## src/rtl/mem_swap_datapath.sv

```systemverilog
// Storage and datapath for the memory-swap engine: two word memories, a temp
// register, and a host load/inspect port that is locked out while a swap is busy.
module mem_swap_datapath #(
    parameter int unsigned DATA_W = 8,
    parameter int unsigned ADDR_W = 4
) (
    input  logic              clk,
    input  logic              reset,
    input  logic              swap,
    input  logic [ADDR_W-1:0] addr_a,
    input  logic [ADDR_W-1:0] addr_b,
    input  logic [1:0]        sel,
    input  logic              w,
    input  logic              host_we,
    input  logic              host_msel,
    input  logic [ADDR_W-1:0] host_addr,
    input  logic [DATA_W-1:0] host_wdata,
    output logic [DATA_W-1:0] rd_data,
    output logic              busy,
    output logic              done,
    output logic              host_err
);

    localparam int unsigned DEPTH = 2 ** ADDR_W;

    typedef enum logic [1:0] {
        STEP_IDLE  = 2'b00,
        STEP_LOAD  = 2'b01,
        STEP_MOVE  = 2'b10,
        STEP_STORE = 2'b11
    } step_t;

    step_t step;

    logic [DATA_W-1:0] mem_a [DEPTH];
    logic [DATA_W-1:0] mem_b [DEPTH];
    logic [DATA_W-1:0] temp;
    logic [ADDR_W-1:0] lat_a;
    logic [ADDR_W-1:0] lat_b;

    logic              a_we;
    logic              b_we;
    logic [ADDR_W-1:0] a_waddr;
    logic [ADDR_W-1:0] b_waddr;
    logic [DATA_W-1:0] a_wdata;
    logic [DATA_W-1:0] b_wdata;

    assign step = step_t'(sel);
    assign busy = w;

    // Swap steps own the write ports while w=1; the host only gets them when idle.
    always_comb begin
        a_we    = 1'b0;
        b_we    = 1'b0;
        a_waddr = '0;
        b_waddr = '0;
        a_wdata = '0;
        b_wdata = '0;
        if (w) begin
            case (step)
                STEP_MOVE: begin
                    a_we    = 1'b1;
                    a_waddr = lat_a;
                    a_wdata = mem_b[lat_b];
                end
                STEP_STORE: begin
                    b_we    = 1'b1;
                    b_waddr = lat_b;
                    b_wdata = temp;
                end
                default: ;
            endcase
        end else if (host_we) begin
            if (host_msel) begin
                b_we    = 1'b1;
                b_waddr = host_addr;
                b_wdata = host_wdata;
            end else begin
                a_we    = 1'b1;
                a_waddr = host_addr;
                a_wdata = host_wdata;
            end
        end
    end

    // Memories are not reset, so a step already committed survives a mid-swap abort.
    always_ff @(posedge clk) begin
        if (a_we) mem_a[a_waddr] <= a_wdata;
        if (b_we) mem_b[b_waddr] <= b_wdata;
    end

    always_ff @(posedge clk) begin
        if (reset) begin
            rd_data  <= '0;
            done     <= 1'b0;
            host_err <= 1'b0;
            temp     <= '0;
            lat_a    <= '0;
            lat_b    <= '0;
        end else begin
            rd_data  <= host_msel ? mem_b[host_addr] : mem_a[host_addr];
            done     <= w && (step == STEP_STORE);
            host_err <= w && host_we;
            if (swap && !w && (step == STEP_IDLE)) begin
                lat_a <= addr_a;
                lat_b <= addr_b;
            end
            if (w && (step == STEP_LOAD)) begin
                temp <= mem_a[lat_a];
            end
        end
    end

endmodule
```

## config.mk

```make
export PLATFORM = sky130hd
export DESIGN_NAME = mem_swap_datapath
export DESIGN_NICKNAME = d
export VERILOG_FILES = /design/src/rtl/mem_swap_datapath.sv
export SDC_FILE = /design/constraint.sdc
export NUM_CORES = 1
export LEC_CHECK = 0
export BUFFER_PORTS_ARGS = -buffer_cell sky130_fd_sc_hd__buf_4
export CORE_ASPECT_RATIO = 1.4
export CORE_MARGIN = 5
export CORE_UTILIZATION = 25
export CTS_BUF_LIST = sky130_fd_sc_hd__clkbuf_4
export DETAILED_ROUTE_END_ITERATION = 10
export GPL_TIMING_DRIVEN = 0
export SYNTH_ARGS = -nofsm -noshare
export SYNTH_HDL_FRONTEND = slang
export SYNTH_SLANG_ARGS = --single-unit
```

## constraint.sdc

```tcl
create_clock -name clk -period 6.6 [get_ports clk]
set_input_delay 1.32 -clock clk [delete_from_list [all_inputs] [get_ports clk]]
set_output_delay 1.32 -clock clk [all_outputs]
set_load 0.02 [all_outputs]
```

# Word level (Yosys, flattened, before mapping)
# Memories as Yosys holds them, arrays and structs flattened. A register that Yosys moved wholly into a read port is not among the register bits.
# Cells that the tools add are included.
dict set report op_classes {
  addsub 0
  multipliers 0
  div_mod_pow 0
  order_cmp 0
  n_eq_ne 3
  shift 0
  mux 31
  n_bitwise 0
  reduce_logical 7
}
# operator n
set ops {}
lappend ops {{$mux 8} 9}
lappend ops {{$mux 4} 10}
lappend ops {{$mux 1} 12}
lappend ops {{$logic_and 1x1->1} 5}
lappend ops {{$eq 2x2->1 const B} 2}
lappend ops {{$eq 2x1->1 const B} 1}
lappend ops {{$logic_not 2->1} 1}
lappend ops {{$logic_not 1->1} 1}
dict set report totals {
  regBits 18
  latch_bits 0
  ram_bits 256
  mem_bits_ro 0
  output_inout_bits 11
  wordCells 48
  n_memories 2
}
# memory depth word_bits rd rd_clocked_by_memory_dff write_ports line
set memory_table {}
lappend memory_table {mem_a 16 8 2 1 1 35} ;# logic [DATA_W-1:0] mem_a [DEPTH];
lappend memory_table {mem_b 16 8 2 1 1 36} ;# logic [DATA_W-1:0] mem_b [DEPTH];

# Depth between registers and ports, before layout
dict set report depth {
  ltp_word 5
  mapped_depth 8
}

# Least setup slack after synthesis
# Ideal clock, no wire load.
dict set report synth_timing {
  path_kind {input port to flip-flop}
  start {in host_addr[0]}
  end {mem mem_a[15][0] (enable)}
  setup_ps 377
  arrival_time_ps 2958
  required_ps 6223
  setup_slack_ps 3265
  cell_stages 7
  path_cell_list {buf_4 > buf_4 > buf_4 > buf_2 > nand3_1 > a21o_1 > a22oi_1}
}
dict set report synth_via {
  elab_chain_len 3
}
# element line
set synth_rtl {}
lappend synth_rtl {{start, declared} 16} ;# input logic [ADDR_W-1:0] host_addr,
lappend synth_rtl {{$mux 4} 74} ;# if (host_msel) begin
lappend synth_rtl {{$mux 4} 73} ;# end else if (host_we) begin
lappend synth_rtl {{$mux 4} 59} ;# if (w) begin
lappend synth_rtl {{end, declared} 35}
# No other way between the ends.

# Worst setup path in the final report
dict set report layout_timing {
  start {in host_addr[2]}
  end {mem mem_a[13][2] (enable)}
}
# Same word-level chain as after synthesis.

==> impl_metrics.csv <==
group,metric,value,unit
synth,synth_area,13300,µm²
clocking,clk_path_buf_depth,3,
timing,rsz0062_at_grt,"no",
die,rows,100,
detailed_routing,drt_iter0_markers,995,
die,die_area,58000,µm²
grt,grt_pass1_vias,8639,
timing,slew_violations,0,
final_layout,drive_gt1_share,33.9,%
worst_setup_path,r2r_slack,3.24,ns
placed_design,dp.cells,1471,
power,power,3790,µW
timing,fmax,0.263,GHz
timing,hold_ws,0.470,ns
clocking,cts.clk_slew.worst_paths,0.08,ns
clocking,htreeDepth,3,
placed_design,portBuffers,34,
grt,grt_max_degree,17,
synth,netlist.top_cell.by_area,"edfxtp_1",
worst_setup_path,endpoint_kind,"register",
grt,grt.overflow.total,0,
synth,ys_warn_count,0,
timing,setup_viol,0,
power,ir_drop,0.0000966,V
clocking,clkLatencyLatePin,0.78,ns
grt,antenna_found_initial,4,
final_layout,syn_to_final_growth,15.7,%
worst_setup_path,ff2ff_path_depth,5,
synth,synthTopCellsByArea,"edfxtp_1 58%, mux4_2 19%, mux4_1 4.5%",
synth,syn_area_per_cell,18.4,µm²
detailed_routing,vias,8263,
clocking,post_cts_resized,0,
detailed_routing,via_per_inst,5.17,
clocking,post_cts_buffers,0,
worst_setup_path,worstReg2RegStart,"lat_a[3]",
clocking,cts_buffers,71,
min_path,hold_class,"reg2reg",
die,core_region_area,52900,µm²
final_layout,layout.cells.most_common_list,"256 x edfxtp_1, 113 x mux4_2, 99 x clkbuf_4, 48 x buf_4, 35 x nand2_1",
timing,final_hold_viol_count,0,
detailed_routing,wl_per_cell,26.2,µm
synth,syn-num-nets,750,
grt,grt_pass1_wl,59.1,mm
detailed_routing,wirelength,41.9,mm
clocking,cts-hold-fix-buffers,0,
worst_setup_path,cp.required,6.97,ns
timing,fin_crit,3.81,ns
worst_setup_path,start_kind,"primary input",
detailed_routing,drc_errors,0,
placed_design,gp_congestion,0.908,
final_layout,nNetsFinal,858,
outcome,status,"finished clean",
final_layout,final_common_cell,"edfxtp_1",
timing,tightest_slew,1.41,ns
timing,relSlewSlack,5.82,%
synth,async_reset_ff_share,0,%
power,power.density,246,nW/µm²
worst_setup_path,cp.arrival,4.18,ns
final_layout,fillers,5237,
die,pin_count,39,
worst_setup_path,critPathCapture,"mem_a[13][2]",
clocking,cts_tree,"yes",
clocking,numClockSinks,286,
die,die_w,205,µm
synth,synth-edff-count,256,
clocking,cts_root_buffer,"clkbuf_4",
detailed_routing,drt_pre_antenna_iters,6,
synth,ys_ff_latch,286,
timing,period_share,57.7,%
final_layout,utilization,29.1,%
timing,finalSetupTns,0,ns
power,leakagePower,0.00472,µW
job,maxCapViolations,0,
worst_setup_path,startpoint,"host_addr[2]",
worst_setup_path,path_max_fanout,10,
grt,track_usage,14.2,%
detailed_routing,drtAntennaViolNets,0,
worst_setup_path,crit_type,"in2reg",
final_layout,layout.cells.non_filler,1599,
worst_setup_path,r2r-end,"mem_a[8][4]",
synth,synth_ff_type,"edfxtp_1",
synth,ys_seq_area_share,62.3,%
die,dieHeight,283,µm
die,start_util,25.1,%
placed_design,hpwlAfterDp,29.7,mm
synth,netlist.area_leader.share,57.8,%
synth,synth_cell_types,43,
synth,syn_inst,722,
timing,fin_worst_skew,0.0739,ns
[cell families (layout without fill, tap and decap cells)]
| group | after synthesis | in the layout | share of synthesized area, % |
|---|---|---|---|
| and+or+nand+nor | 103 | 103 | 4.04 |
| AOI/OAI and AO/OA | 121 | 121 | 6.27 |
| muxes | 152 | 152 | 24.9 |
| other | 0 | 3 | 0 |
| buffers and inverters | 60 | 220 | 2.53 |
| DFF | 286 | 286 | 62.3 |
[flip-flops by register name (all words and copies together), names as in the netlist, named ones only]
signal    flops
mem_a       128
done          1
temp          8
rd_data       8
lat_b         4
host_err      1
lat_a         4
mem_b       128
[per-stage QoR]
step           cell area (µm²)  worst slack (ns)
2_1_floorplan            13300              3.26
4_1_cts                  15400              2.86
5_1_grt                  15400              2.82
3_5_place_dp             14500              2.06
3_3_place_gp             14500              2.01
6_report                 15400              2.79
[layout make-up]
cell class / instances / area, µm² / area share (%)
Clock inverter: 26 / 161 / 1.05
Antenna cell: 3 / 7.51 / 0.0487
Buffer: 58 / 329 / 2.14
Clock buffer: 99 / 743 / 4.83
Timing Repair Buffer: 35 / 263 / 1.71
Tap cell: 714 / 893 / 5.80
Inverter: 2 / 7.51 / 0.0487
Multi-Input combinational cell: 376 / 4710 / 30.6
Sequential cell: 286 / 8290 / 53.8
[layer usage]
| metal | wire [µm] | track usage (%) | share of wire, % |
|---|---|---|---|
| met5 | 8 | 0 | 0.019 |
| met1 | 14200 | 15.2 | 34 |
| met2 | 22000 | 25.3 | 52 |
| met4 | 2720 | 8.61 | 6.5 |
| met3 | 3070 | 3.10 | 7.3 |
[critical path: stages]
cell and delay (ns):
buf_2 0.21, clkbuf_1 0.73, clkbuf_1 0.42, nand3_1 0.14
a21o_1 0.26, a21oi_1 1.08
[report_power, final]
part / internal [µW] / switching [µW] / total, µW / leakage (µW)
Sequential: 1990 / 10.1 / 2000 / 0.00255
Combinational: 114 / 169 / 282 / 0.00163
Clock: 776 / 732 / 1510 / 0.000539
[worst min path at each step]
stage | from | end | slack (ns) | cells after the start
final | temp[3] | temp[3] | 0.47 | 2
after global routing | temp[3] | temp[3] | 0.49 | 2
after CTS | temp[2] | temp[2] | 0.47 | 2
after detailed placement | temp[2] | temp[2] | 0.45 | 2
after global placement | temp[3] | temp[3] | 0.45 | 2
after floorplan | temp[0] | temp[0] | 0.44 | 2
[cell usage after synthesis (all sizes together) (7+ instances only)]
cell type,count
dfxtp,30
buf,32
nor2,25
a21o,13
mux2i,16
o22ai,18
a22oi,18
nand3b,7
a21oi,28
edfxtp,256
nand3,7
o21ai,10
a22o,21
mux4,136
nand2,35
clkbuf,26
No activity file was read; power rests on OpenSTA's default activity.
